--- src/rtl/core_pkg.sv ---
// core_pkg: shared definitions for the core's memory path.
//   lsu_state_t   - LSU FSM state encoding (plain logic vector + constants)
//   F3_*          - RV32I load/store funct3 width codes
//   lsu_op_error  - illegal-width / misaligned-address detection
package core_pkg;

  typedef logic [1:0] lsu_state_t;

  localparam lsu_state_t LSU_IDLE   = 2'd0;
  localparam lsu_state_t LSU_REQ    = 2'd1;
  localparam lsu_state_t LSU_WAIT_R = 2'd2;

  localparam logic [2:0] F3_LB  = 3'b000;
  localparam logic [2:0] F3_LH  = 3'b001;
  localparam logic [2:0] F3_LW  = 3'b010;
  localparam logic [2:0] F3_LBU = 3'b100;
  localparam logic [2:0] F3_LHU = 3'b101;
  localparam logic [2:0] F3_SB  = 3'b000;
  localparam logic [2:0] F3_SH  = 3'b001;
  localparam logic [2:0] F3_SW  = 3'b010;

  // Returns 1 for an unknown width code or an address that is not
  // naturally aligned to the access width.
  function automatic logic lsu_op_error(input logic       is_store,
                                        input logic [2:0] funct3,
                                        input logic [1:0] lane);
    logic err;
    err = 1'b0;
    if (is_store) begin
      case (funct3)
        F3_SB:   err = 1'b0;
        F3_SH:   err = lane[0];
        F3_SW:   err = (lane != 2'b00);
        default: err = 1'b1;
      endcase
    end else begin
      case (funct3)
        F3_LB, F3_LBU: err = 1'b0;
        F3_LH, F3_LHU: err = lane[0];
        F3_LW:         err = (lane != 2'b00);
        default:       err = 1'b1;
      endcase
    end
    return err;
  endfunction

endpackage

--- src/rtl/load_align.sv ---
// load_align: picks the addressed byte/halfword out of a bus read word
// and sign- or zero-extends it according to the load funct3.
//   rdata  [31:0]  read data word from the bus
//   addr   [1:0]   byte offset of the load
//   funct3 [2:0]   load width/sign code
//   result [31:0]  extended load value
module load_align
  import core_pkg::*;
(
  input  logic [31:0] rdata,
  input  logic [1:0]  addr,
  input  logic [2:0]  funct3,
  output logic [31:0] result
);

  logic [7:0]  lane_byte;
  logic [15:0] lane_half;

  always_comb begin
    lane_byte = rdata[7:0];
    case (addr)
      2'd0: lane_byte = rdata[7:0];
      2'd1: lane_byte = rdata[15:8];
      2'd2: lane_byte = rdata[23:16];
      2'd3: lane_byte = rdata[31:24];
      default: lane_byte = rdata[7:0];
    endcase
  end

  // addr[0] is guaranteed 0 for halfwords, so only addr[1] selects the half.
  assign lane_half = addr[1] ? rdata[31:16] : rdata[15:0];

  always_comb begin
    result = rdata;
    case (funct3)
      F3_LB:   result = {{24{lane_byte[7]}}, lane_byte};
      F3_LH:   result = {{16{lane_half[15]}}, lane_half};
      F3_LW:   result = rdata;
      F3_LBU:  result = {24'd0, lane_byte};
      F3_LHU:  result = {16'd0, lane_half};
      default: result = rdata;
    endcase
  end

endmodule

--- src/rtl/lsu.sv ---
// lsu: single-outstanding load/store unit between execute and a simple
// request/grant + rvalid memory bus.
//   clk, rst             core clock, async active-high reset
//   ex_*                 op from execute (valid/ready handshake)
//   mem_*                bus request, strobes, lane-shifted store data,
//                        grant and read return
//   wb_valid/wb_rd/wb_data  one-cycle load writeback
//   misalign_err         one-cycle pulse for illegal/misaligned ops
//
// state      | meaning
// -----------+-----------------------------------------------
// LSU_IDLE   | ready for a new op (ex_ready high)
// LSU_REQ    | mem_req held with stable addr/strobes until mem_gnt
// LSU_WAIT_R | load granted, waiting for mem_rvalid
module lsu
  import core_pkg::*;
(
  input  logic        clk,
  input  logic        rst,
  input  logic        ex_valid,
  output logic        ex_ready,
  input  logic        ex_is_store,
  input  logic [2:0]  ex_funct3,
  input  logic [31:0] ex_addr,
  input  logic [31:0] ex_wdata,
  input  logic [4:0]  ex_rd,
  output logic        mem_req,
  output logic        mem_we,
  output logic [31:0] mem_addr,
  output logic [3:0]  mem_wstrb,
  output logic [31:0] mem_wdata,
  input  logic        mem_gnt,
  input  logic        mem_rvalid,
  input  logic [31:0] mem_rdata,
  output logic        wb_valid,
  output logic [4:0]  wb_rd,
  output logic [31:0] wb_data,
  output logic        misalign_err
);

  lsu_state_t  state;
  logic        r_is_store;
  logic [2:0]  r_funct3;
  logic [1:0]  r_lane;
  logic [4:0]  r_rd;

  logic        op_err;
  logic [3:0]  st_strb;
  logic [31:0] st_data;
  logic [31:0] ld_result;

  assign ex_ready = (state == LSU_IDLE);
  assign op_err   = lsu_op_error(ex_is_store, ex_funct3, ex_addr[1:0]);

  always_comb begin
    st_strb = 4'b1111;
    st_data = ex_wdata;
    case (ex_funct3[1:0])
      2'b00: begin
        st_strb = 4'b0001 << ex_addr[1:0];
        st_data = {4{ex_wdata[7:0]}};
      end
      2'b01: begin
        st_strb = 4'b0011 << ex_addr[1:0];
        st_data = {2{ex_wdata[15:0]}};
      end
      default: begin
        st_strb = 4'b1111;
        st_data = ex_wdata;
      end
    endcase
  end

  load_align u_load_align (
    .rdata  (mem_rdata),
    .addr   (r_lane),
    .funct3 (r_funct3),
    .result (ld_result)
  );

  always_ff @(posedge clk or posedge rst) begin
    if (rst) begin
      state        <= LSU_IDLE;
      r_is_store   <= 1'b0;
      r_funct3     <= 3'd0;
      r_lane       <= 2'd0;
      r_rd         <= 5'd0;
      mem_req      <= 1'b0;
      mem_we       <= 1'b0;
      mem_addr     <= 32'd0;
      mem_wstrb    <= 4'd0;
      mem_wdata    <= 32'd0;
      wb_valid     <= 1'b0;
      wb_rd        <= 5'd0;
      wb_data      <= 32'd0;
      misalign_err <= 1'b0;
    end else begin
      wb_valid     <= 1'b0;
      misalign_err <= 1'b0;
      case (state)
        LSU_IDLE: begin
          if (ex_valid) begin
            r_is_store <= ex_is_store;
            r_funct3   <= ex_funct3;
            r_lane     <= ex_addr[1:0];
            r_rd       <= ex_rd;
            if (op_err) begin
              misalign_err <= 1'b1;
            end else begin
              state     <= LSU_REQ;
              mem_req   <= 1'b1;
              mem_we    <= ex_is_store;
              mem_addr  <= {ex_addr[31:2], 2'b00};
              mem_wstrb <= ex_is_store ? st_strb : 4'd0;
              mem_wdata <= ex_is_store ? st_data : 32'd0;
            end
          end
        end
        LSU_REQ: begin
          if (mem_gnt) begin
            mem_req <= 1'b0;
            state   <= r_is_store ? LSU_IDLE : LSU_WAIT_R;
          end
        end
        LSU_WAIT_R: begin
          if (mem_rvalid) begin
            wb_valid <= 1'b1;
            wb_rd    <= r_rd;
            wb_data  <= ld_result;
            state    <= LSU_IDLE;
          end
        end
        default: state <= LSU_IDLE;
      endcase
    end
  end

endmodule

--- config.mk ---
export PLATFORM = sky130hd
export DESIGN_NAME = lsu
export DESIGN_NICKNAME = d
export VERILOG_FILES = /design/src/rtl/core_pkg.sv /design/src/rtl/load_align.sv /design/src/rtl/lsu.sv
export SDC_FILE = /design/constraint.sdc
export NUM_CORES = 1
export LEC_CHECK = 0
export BUFFER_PORTS_ARGS = -buffer_cell sky130_fd_sc_hd__buf_2
export CORE_ASPECT_RATIO = 2
export CORE_MARGIN = 8
export CORE_UTILIZATION = 40
export CTS_BUF_LIST = sky130_fd_sc_hd__clkbuf_4 sky130_fd_sc_hd__clkbuf_8
export CTS_CLUSTER_SIZE = 12
export DETAILED_ROUTE_END_ITERATION = 10
export PLACE_DENSITY = 0.7
export SLEW_MARGIN = 20
export SYNTH_ARGS = -nofsm -noshare
export SYNTH_HDL_FRONTEND = slang
export SYNTH_SLANG_ARGS = --single-unit
export TNS_END_PERCENT = 30
--- constraint.sdc ---
create_clock -name clk -period 3.7 [get_ports clk]
set_clock_uncertainty 0.2 [all_clocks]
set_input_delay 0.37 -clock clk [delete_from_list [all_inputs] [get_ports clk]]
set_output_delay 0.37 -clock clk [all_outputs]
set_load 0.01 [all_outputs]
==> results of run 1 <==
kinds of logic (layout without fill, tap and decap cells):
logic type / after synthesis / after routing / synth area share
AND/OR/NAND/NOR: 154 / 154 / 0.1275
AO/OA/AOI/OAI: 145 / 145 / 0.1448
other: 1 / 3 / 0.0006678
multiplexers: 77 / 77 / 0.1549
buffers and inverters: 44 / 306 / 0.03743
flip-flops: 120 / 120 / 0.5348
flip-flops by register name, indices dropped and copies added (netlist names):
name          flops
wb_rd             5
mem_wdata        32
r_rd              5
mem_we            1
r_lane            2
mem_req           1
mem_wstrb         4
wb_valid          1
mem_addr         30
state             2
r_is_store        1
r_funct3          3
misalign_err      1
wb_data          32
metal layers:
metal / GRT usage / share of wire / vias to the layer above
met5: 0 / 0 / -
met4: 0.1440 / 0.062 / 0
met3: 0.06335 / 0.072 / 58
met2: 0.3498 / 0.52 / 221
met1: 0.1943 / 0.34 / 2423
li1: - / - / 2378
Yosys cell counts (4+ instances only):
cell / number
o21ai_0: 89
buf_2: 12
nand3b_1: 8
dfrtp_1: 120
inv_1: 4
mux2i_1: 19
mux2_2: 51
nand2_1: 110
nor2_1: 7
o211ai_1: 15
or3_1: 7
buf_4: 4
mux2_4: 7
a21oi_1: 32
nand2b_1: 11
clkbuf_1: 19
through the flow:
stage                     utilization  cell area [µm²]  hold WS, ns  total power, µW
final                          0.5586             7716      0.03100             4956
after floorplan                     -             5623       0.2348             2901
after global placement         0.4967             6862       0.2483             3615
after global routing           0.5584             7714      0.01206             5244
after CTS                      0.5584             7714     0.001168             5011
after detailed placement       0.4967             6862       0.2585             3685
where the power goes:
group          leakage (µW)  switching, µW  internal [µW]
Clock              0.000208            568            708
Combinational       0.00202            882            728
Sequential          0.00144            309           1760
Total               0.00367           1760           3200
cell type report:
cell class	instances	area share
multi-input combinational	378	0.3128
clock buffer	19	0.03389
inverter	5	0.002919
timing repair buffer	269	0.2082
clock inverter	13	0.02205
tap	189	0.03065
antenna	1	0.0003243
sequential	120	0.3892
worst max-delay path, delay by kind of cell, from the launching register on:
family,cells,cell delay [ns]
and+or+nand+nor,1,0.09
AOI/OAI and AO/OA,2,1.02
DFF,1,0.73
muxes,1,0.35
worst min-delay path by stage:
stage,end,slack (ns)
after floorplan,wb_rd[0]$_DFFE_PP0P_,0.23
after global placement,wb_rd[4]$_DFFE_PP0P_,0.25
after detailed placement,wb_rd[1]$_DFFE_PP0P_,0.26
after CTS,wb_data[21]$_DFFE_PP0P_,0.001
after global routing,wb_data[16]$_DFFE_PP0P_,0.01
final,wb_data[30]$_DFFE_PP0P_,0.03
==> metrics, run 1 <==
CTS buffer count 17; routability cong. 0.8533; DP Wirelength about 14 mm; drt pass-1 iters 4; Clk Tree Root Cell clkbuf_8; hold path depth 3; IO Count 220; vias slightly above 5000; crit-path cells mux2i_1 > nor4_2 > a2111oi_4 > o21ai_0; Yosys top cell by area dfrtp_1; max-cap violations 0; relative slew slack 0.3527; PortBufs approximately 220; top-area cell type share of the netlist area 0.5348; Layout Nets roughly 900; share of layout cells above drive strength 1 0.4080; nature of the critical path endpoint register; WL/cell around 18 µm; Async S/R FF share, synth 1.000; Reg clk slew, reported paths approximately 0.080 ns; worst min path class input port to register; Die ar. about 18000 µm²; Mapped Cells 541; Distinct cells, synth 36; critical-path cell with the highest stage delay a2111oi_4; site row count 61; worst vdd ir between 0.0003 and 0.0004 V; P_leak 0.003674 µW; RSZ-0062 raised after global routing no; Die H 183.6 µm; detailed-route wire length 18.30 mm; Clk Latency, worst-skew pair ~0.43 ns; R2R cell count 4; Worst EP required about 3.8 ns; Die Wd 99.78 µm; placed insts a little over 900; Critical Path Source Type register; CTS sink count between 100 and 150; commonest non-fill, non-tap cells in the layout 217 x buf_2, 120 x dfrtp_1, 110 x nand2_1; mapped cell area ~5600 µm²; Crit Path Category register to register; Post-CTS Setup Inserts 0; reg2reg end wb_data[27]$_DFFE_PP0P_; gr usage total 0.2009; core area 13810 µm²; r2r startpoint r_lane[1]$_DFFE_PP0P_; Synth Flop Type dfrtp_1; Multi-input gate area approximately 2400 µm²; vias in the first global route 5558; Non-Filler Instances between 900 and 1000; EDFF count, synth 0; grt ovf 0; final setup vio count 0; fill count between 1000 and 1500; first-pass GRT wire length around 29 mm; setup TNS 0 ns; Iteration-0 DRC Markers 154; setup ws final about 1.2 ns; Max Slew Vio Count 0; fin crit share 0.6860; pre-CTS setup slack roughly 1.1 ns; final routed DRC violation total 0; worst-margin pin slew 0.9689 ns; Hold Violations, Final 0; Synth area leaders dfrtp_1 53%, mux2_2 10%, o21ai_0 7.9%, nand2_1 7.4%, mux2i_1 3.4%; arrival time worst endpoint 2.60 ns; post-CTS sizing 0; CP startpoint r_lane[1]$_DFFE_PP0P_; #FFs+latches synth 120; Hold Buf Count CTS 42; final worst path period need between 2 and 3 ns; CTS tree built; post-route ant nets 0; Max FO, Critical Path 16; H-Tree Depth 4; Starting Density 0.4065; clk buf depth 2; HP Start mem_rdata[30]; register area between 3000 and 4000 µm²; Worst path max stage delay roughly 0.79 ns; Via density between 5 and 6; Syn Area/Cell 10.38 µm²; crit path to wb_data[27]$_DFFE_PP0P_; Synth Warn # 0; most common cell after layout, fill and taps aside buf_2; initial antenna violation count 0; PwrDens about 640 nW/µm²; synthesis-to-finish area growth 37.41%; largest net degree at the start of global routing 56; register-to-register setup slack 1.16 ns; Fmax a little under 400 MHz; post-synthesis sequential area ratio 0.5348; run status finished, final reports clean
No activity file was read; power rests on OpenSTA's default activity.
==> run 2, diff against run 1 <==
Settings changed: ABC_AREA set to 1, PLACE_DENSITY 0.7 to 0.68.
Clock period 3.7 ns to 2.4 ns, I/O delays scaled along.
==> run 2 against run 1 <==
  * Core utilization increased by 4.7 points
  * Sequential share of layout area down 3.2 points
  * Area after synthesis increased by 0.56%
  * Die area is 0.49% higher
  * Critical path depth increased by 3
  * Clock power grew 53%
  * Largest power group unchanged
  * Fmax grew 21%
  * Cell area up 9.0%
  * Largest cell class unchanged
  * Final cell count up 22%
  * Setup slack got worse by 0.87 ns
==> metrics, run 2 <==
clk buf depth 2 (unchanged); Multi-input gate area 2225 µm² (was 2414 µm²); commonest non-fill, non-tap cells in the layout 289 x nand2_1, 217 x buf_2, 120 x dfrtp_1 (was 217 x buf_2, 120 x dfrtp_1, 110 x nand2_1); drt pass-1 iters 5 (was 4); PortBufs 217 (unchanged); P_leak 0.004700 µW (was 0.003674 µW); fill count 1234 (was 1196); share of layout cells above drive strength 1 0.2914 (was 0.4080); area post-placement 6893 µm² (was 6862 µm²); worst-margin pin slew 0.5883 ns (was 0.9689 ns); WL/cell 16.49 µm (was 18.41 µm); DP Wirelength 13.89 mm (was 13.66 mm); post-CTS sizing 0 (unchanged); max-cap violations 0 (unchanged); Max Slew Vio Count 0 (unchanged); final worst path period need 2.103 ns (was 2.538 ns); RSZ-0062 raised after global routing no (unchanged); Synth Flop Type dfrtp_1 (unchanged); Reg clk slew, reported paths 0.07 ns (was 0.08 ns); first-pass GRT wire length 31.11 mm (was 28.57 mm); Die Wd 100.0 µm (was 99.78 µm); Clk Latency, worst-skew pair 0.44 ns (was 0.43 ns); Via density 4.794 (was 5.111); vias in the first global route 6058 (was 5558); hold path depth 5 (was 3); worst min path class input port to register (unchanged); CTS sink count 120 (unchanged); pre-CTS setup slack 0.3061 ns (was 1.117 ns); most common cell after layout, fill and taps aside nand2_1 (was buf_2); R2R cell count 7 (was 4); final instance area 8412 µm² (was 7716 µm²); Synth Warn # 0 (unchanged); biggest regs mem_wdata (32), wb_data (32), mem_addr (30) (unchanged); Starting Density 0.4065 (about the same); H-Tree Depth 4 (unchanged); final routed DRC violation total 0 (unchanged); CTS buffer count 17 (unchanged); #FFs+latches synth 120 (unchanged); site row count 61 (unchanged); gr usage total 0.2206 (was 0.2009); arrival time worst endpoint 2.24 ns (was 2.60 ns); initial antenna violation count 0 (unchanged); Hold Buf Count CTS 109 (was 42); Critical Path Source Type register (unchanged); top-area cell type share of the netlist area 0.5318 (was 0.5348); fin util 0.6056 (was 0.5586); post-route ant nets 0 (unchanged); post-synthesis sequential area ratio 0.5318 (was 0.5348); mapped cell area 5647 µm² (was 5615 µm²); Non-Filler Instances 1215 (was 994); Clk Tree Root Cell clkbuf_8 (unchanged); Fmax 475.4 MHz (was 394.0 MHz); setup TNS 0 ns (unchanged); Syn Area/Cell 8.160 µm² (was 10.38 µm²); Die ar. 18410 µm² (was 18320 µm²); critical-path cell with the highest stage delay dfrtp_1 (was a2111oi_4); Antenna diodes 0 (was 1); Max FO, Critical Path 24 (was 16); Post-CTS Setup Inserts 0 (unchanged); IO Count 220 (unchanged); Die H 184.0 µm (was 183.6 µm); routability cong. 0.9129 (was 0.8533); run status finished, final reports clean (unchanged); crit-path cells inv_1 > nand2_1 > nand3_1 > nand4_4 > nand3_1 > nand2_1 > inv_1 (was mux2i_1 > nor4_2 > a2111oi_4 > o21ai_0); Yosys top cell by area dfrtp_1 (unchanged); largest net degree at the start of global routing 61 (was 56); grt ovf 0 (unchanged); setup ws final 0.2966 ns (was 1.162 ns); PwrDens 899.1 nW/µm² (was 642.3 nW/µm²); register area 3003 µm² (unchanged); worst path bufs/invs 2 (was 0); core area 13890 µm² (was 13810 µm²); Worst EP required 2.54 ns (was 3.76 ns); relative slew slack 0.6070 (was 0.3527); Critical Path Stages 7 (was 4); CTS tree built (unchanged); Hold Violations, Final 0 (unchanged); synthesis-to-finish area growth 48.97% (was 37.41%); Synth area leaders dfrtp_1 53%, nand2_1 19%, o211ai_1 4.1%, a21oi_1 3.7%, inv_1 3.1% (was dfrtp_1 53%, mux2_2 10%, o21ai_0 7.9%, nand2_1 7.4%, mux2i_1 3.4%); worst vdd ir 0.0003943 V (was 0.0003536 V); Iteration-0 DRC Markers 227 (was 154); Mapped Cells 692 (was 541); Async S/R FF share, synth 1.000 (unchanged); Worst path max stage delay 0.65 ns (was 0.79 ns); final setup vio count 0 (unchanged); fin crit share 0.8764 (was 0.6860); Distinct cells, synth 28 (was 36); commonest cells in the netlist 289 x nand2_1, 120 x dfrtp_1, 47 x inv_1 (was 120 x dfrtp_1, 110 x nand2_1, 89 x o21ai_0); EDFF count, synth 0 (unchanged); Crit Path Category register to register (unchanged); nature of the critical path endpoint register (unchanged); Layout Nets 1124 (was 901); detailed-route wire length 20.03 mm (was 18.30 mm); vias 5825 (was 5080); most common cell in the netlist nand2_1 (was dfrtp_1); placed insts 1075 (was 919); CP top delay family simple AND/OR/NAND/NOR gates (was compound AO/OA/AOI/OAI gates)
-- run 2: changes by cell type after synthesis, sizes merged, moves of 19 or more --
cell / previous run / this run
inv: 5 / 51
mux2: 58 / 0
mux2i: 19 / 0
nand2: 110 / 292
nand3: 0 / 29
o21ai: 91 / 34
or2: 0 / 24
-- run 2: cell families (layout without fill, tap and decap cells) --
logic type	after synthesis	in the layout	synth area share
simple gates	371	371	0.2812
flops	120	120	0.5318
compound gates	109	109	0.1115
buf+inv	91	424	0.07489
other cells	1	2	0.0006641
-- run 2: worst min-delay path, cell delays in order --
cell     delay, ns
buf_2         0.11
a21oi_1       0.09
nand3_1       0.11
nand2_1       0.06
inv_1         0.04
-- run 2: power by group --
group	switching (µW)	total, µW	internal, µW
Sequential	384	3050	2660
Combinational	1470	2560	1090
Clock	793	1960	1160
-- run 2: final timing paths --
path	from	to	slack, ns
max in group asynchronous	rst	mem_addr[6]$_DFFE_PP0P_	1.08
hold reg to reg	mem_addr[22]$_DFFE_PP0P_	mem_addr[22]$_DFFE_PP0P_	0.27
setup reg to reg	r_lane[1]$_DFFE_PP0P_	wb_data[23]$_DFFE_PP0P_	0.30
setup / recovery	r_lane[1]$_DFFE_PP0P_	wb_data[23]$_DFFE_PP0P_	0.30
min in group asynchronous	rst	wb_data[16]$_DFFE_PP0P_	0.21
hold / removal	mem_rdata[28]	wb_data[28]$_DFFE_PP0P_	0.04
-- run 2: per-layer routing --
metal | share of wire | GRT usage
met5 | 0 | 0
met4 | 0.060 | 0.1628
met3 | 0.054 | 0.05690
met2 | 0.55 | 0.4019
met1 | 0.34 | 0.2038
-- run 2: per-stage QoR --
stage	hold slack [ns]	power, µW
floorplan	0.1566	4387
global placement	0.1362	5437
detailed placement	0.1305	5477
CTS	0.006129	7618
global route	0.04702	8040
finish	0.03869	7563
-- run 2: final cells by class --
cell class,count,area share
Clock inverter,8,0.01398
Tap cell,189,0.02811
Inverter,51,0.02350
Clock buffer,23,0.03689
Sequential cell,120,0.3570
Multi-Input combinational cell,482,0.2645
Timing Repair Buffer,342,0.2761
==> run 3, diff against run 2 <==
Settings changed: PLACE_DENSITY 0.68 to 0.67, SYNTH_HIERARCHICAL set to 1.
==> run 3 against run 2 <==
  * Count of clock-buffer cells in the layout down 6
  * Routed wire length down 8.0%
  * Largest power group unchanged
  * Area after synthesis up 1.5%
  * Non-clock buffer count down 11
  * Critical path depth up 1
  * Synthesized cell count up 7.2%
  * Power down 2.0%
  * Via count up 1.5%
  * Hold slack worse by 0.010 ns
  * Die area up 1.3%
  * Register-to-register slack better by 0.14 ns
  * Core utilization down 1.5 points
==> metrics, run 3 <==
DP Wirelength 12.35 mm (was 13.89 mm); Clk Latency, worst-skew pair 0.43 ns (was 0.44 ns); Max FO, Critical Path 14 (was 24); EDFF count, synth 0 (unchanged); post-synthesis sequential area ratio 0.5240 (was 0.5318); Hold Buf Count CTS 103 (was 109); setup ws final 0.4329 ns (was 0.2966 ns); register-to-register setup slack 0.43 ns (was 0.30 ns); clk buf depth 2 (unchanged); Synth Warn # 6 (was 0); relative slew slack 0.5739 (was 0.6070); fill count 1274 (was 1234); switch share 0.3654 (was 0.3496); CTS buffer count 17 (unchanged); Die ar. 18640 µm² (was 18410 µm²); H-Tree Depth 4 (unchanged); nature of the critical path endpoint register (unchanged); CTS tree built (unchanged); final setup vio count 0 (unchanged); Antenna diodes 0 (unchanged); worst vdd ir 0.0005857 V (was 0.0003943 V); CTS sink count 120 (unchanged); Syn Area/Cell 7.723 µm² (was 8.160 µm²); Synth area leaders dfrtp_1 52%, nand2_1 27%, nor2_1 2.6%, a21oi_1 2.2%, inv_1 1.8% (was dfrtp_1 53%, nand2_1 19%, o211ai_1 4.1%, a21oi_1 3.7%, inv_1 3.1%); initial antenna violation count 0 (unchanged); Die Wd 100.6 µm (was 100.0 µm); commonest non-fill, non-tap cells in the layout 405 x nand2_1, 217 x buf_2, 120 x dfrtp_1 (was 289 x nand2_1, 217 x buf_2, 120 x dfrtp_1); Reg clk slew, reported paths 0.08 ns (was 0.07 ns); Fmax 508.4 MHz (was 475.4 MHz); r2r startpoint state[0]$_DFFE_PP0P_ (was r_lane[1]$_DFFE_PP0P_); combinational share of power 0.334 (was 0.338); sequential share of power 0.403 (about the same); Clk Tree Root Cell clkbuf_8 (unchanged); core area 14200 µm² (was 13890 µm²); crit path to mem_wstrb[0]$_DFFE_PP0P_ (was wb_data[23]$_DFFE_PP0P_); #FFs+latches synth 120 (unchanged); Post-CTS Setup Inserts 0 (unchanged); vias 5914 (was 5825); Multi-input gate area 2350 µm² (was 2225 µm²); Critical Path Source Type register (unchanged); arrival time worst endpoint 2.14 ns (was 2.24 ns); vias in the first global route 6073 (was 6058); most common cell in the netlist nand2_1 (unchanged); Starting Density 0.4037 (was 0.4065); run status finished, final reports clean (unchanged); CP startpoint state[0]$_DFFE_PP0P_ (was r_lane[1]$_DFFE_PP0P_); Synth Flop Type dfrtp_1 (unchanged); drt pass-1 iters 6 (was 5); gr usage total 0.2013 (was 0.2206); final instance area 8384 µm² (was 8412 µm²); commonest cells in the netlist 405 x nand2_1, 120 x dfrtp_1, 39 x nor2_1 (was 289 x nand2_1, 120 x dfrtp_1, 47 x inv_1); Async S/R FF share, synth 1.000 (unchanged); R2R cell count 8 (was 7); top-area cell type share of the netlist area 0.5240 (was 0.5318); Yosys top cell by area dfrtp_1 (unchanged); share of layout cells above drive strength 1 0.2680 (was 0.2914); Mapped Cells 742 (was 692); grt ovf 0 (unchanged); final routed DRC violation total 0 (unchanged); reg2reg end mem_wstrb[0]$_DFFE_PP0P_ (was wb_data[23]$_DFFE_PP0P_); first-pass GRT wire length 29.88 mm (was 31.11 mm); site row count 62 (was 61); setup TNS 0 ns (unchanged); mapped cell area 5730 µm² (was 5647 µm²); Via density 4.697 (was 4.794); Clock Power Share 0.263 (was 0.259); CP top delay family simple AND/OR/NAND/NOR gates (unchanged); post-route ant nets 0 (unchanged); largest net degree at the start of global routing 121 (was 61); area post-placement 6925 µm² (was 6893 µm²); register area 3003 µm² (unchanged); WL/cell 14.64 µm (was 16.49 µm); max-cap violations 0 (unchanged); final worst path period need 1.967 ns (was 2.103 ns); crit-path cells nor2_4 > nand2_2 > inv_2 > nand2_2 > nor2_4 > buf_4 > o21ai_0 > nand2_1 (was inv_1 > nand2_1 > nand3_1 > nand4_4 > nand3_1 > nand2_1 > inv_1); detailed-route wire length 18.44 mm (was 20.03 mm); synthesis-to-finish area growth 46.31% (was 48.97%); fin crit share 0.8196 (was 0.8764); IO Count 220 (unchanged); most common cell after layout, fill and taps aside nand2_1 (unchanged); worst path bufs/invs 2 (unchanged); PortBufs 217 (unchanged); biggest regs mem_wdata (32), wb_data (32), mem_addr (30) (unchanged); Die H 185.3 µm (was 184.0 µm); Crit Path Category register to register (unchanged); critical-path cell with the highest stage delay dfrtp_1 (unchanged); routability cong. 0.8551 (was 0.9129); PwrDens 884.2 nW/µm² (was 899.1 nW/µm²); Max Slew Vio Count 0 (unchanged); Iteration-0 DRC Markers 354 (was 227); Worst path max stage delay 0.46 ns (was 0.65 ns); pre-CTS setup slack 0.4366 ns (was 0.3061 ns); RSZ-0062 raised after global routing no (unchanged); Worst EP required 2.57 ns (was 2.54 ns); internal power 4705 µW (was 4919 µW); post-CTS sizing 0 (unchanged); Distinct cells, synth 35 (was 28); Psw 2709 µW (was 2644 µW); worst min path class input port to register (unchanged); worst-margin pin slew 0.6391 ns (was 0.5883 ns); Hold Violations, Final 0 (unchanged); Critical Path Stages 8 (was 7); Layout Nets 1164 (was 1124); P_leak 0.004788 µW (was 0.004700 µW)
==> run 3: cell types whose count changed after synthesis, moves of 4 or more <==
cell / delta
a21oi_1: -17
a22oi_1: +8
clkbuf_1: -4
inv_1: -20
nand2_1: +116
nand3_1: -8
nor2_1: +21
o211ai_1: -30
o21ai_0: -16
o22ai_1: +4
or2_2: -21
==> run 3: layout make-up <==
cell class              instances  share of cell area
flip-flops and latches        120              0.3582
multi-input cells             550              0.2803
repair buffers                331              0.2653
clock inverters                15             0.02313
inverters                      34             0.01656
well taps                     192             0.02865
clock buffers                  17             0.02791
==> run 3: power groups by stage <==
| stage | sequential, µW | clock (µW) | combinational [µW] |
|---|---|---|---|
| 5_1_grt | 3070 | 2110 | 2780 |
| 3_5_place_dp | 3020 | 0 | 2350 |
| 2_1_floorplan | 3270 | 0 | 1110 |
| 3_3_place_gp | 3010 | 0 | 2320 |
| 6_report | 2990 | 1950 | 2480 |
| 4_1_cts | 2980 | 2030 | 2490 |
==> run 3: kinds of logic (layout without fill, tap and decap cells) <==
family                 Yosys count  in the layout  share of synthesized area
buffers and inverters           73            397                    0.06769
AOI/OAI and AO/OA               63             63                    0.06354
and+or+nand+nor                485            485                     0.3441
other                            1              2                  0.0006544
DFF                            120            120                     0.5240
==> run 3: how the worst min path moves through the flow <==
stage / start / end / cells after the start
after floorplan: ex_funct3[2] / r_funct3[2]$_DFFE_PP0P_ / 2
after global placement: ex_addr[2] / mem_addr[2]$_DFFE_PP0P_ / 3
after detailed placement: ex_addr[20] / mem_addr[20]$_DFFE_PP0P_ / 3
after CTS: mem_rdata[1] / wb_data[1]$_DFFE_PP0P_ / 5
after global routing: ex_funct3[0] / r_funct3[0]$_DFFE_PP0P_ / 3
final: mem_rdata[1] / wb_data[1]$_DFFE_PP0P_ / 5
==> run 3: layer usage <==
layer  wire length, µm  track usage
met5                 0            0
met4               660       0.1098
met3              1339      0.05422
met2              8845       0.3215
met1              7593       0.2387
==> run 3: worst min-delay path, cell delays in order <==
cell and delay, ns:
buf_2 0.10, nor2_1 0.10, a21oi_1 0.06, nand2_1 0.07, nand2_1 0.05
==> run 3: through the flow <==
step / instances / hold WS (ns) / power [µW] / util
finish: 1259 / 0.02866 / 7414 / 0.5906
global route: 1259 / 0.03241 / 7958 / 0.5906
CTS: 1259 / 0.001854 / 7500 / 0.5906
detailed placement: 1124 / 0.2459 / 5368 / 0.4878
global placement: 1124 / 0.2446 / 5328 / 0.4878
floorplan: 743 / 0.1496 / 4384 / -
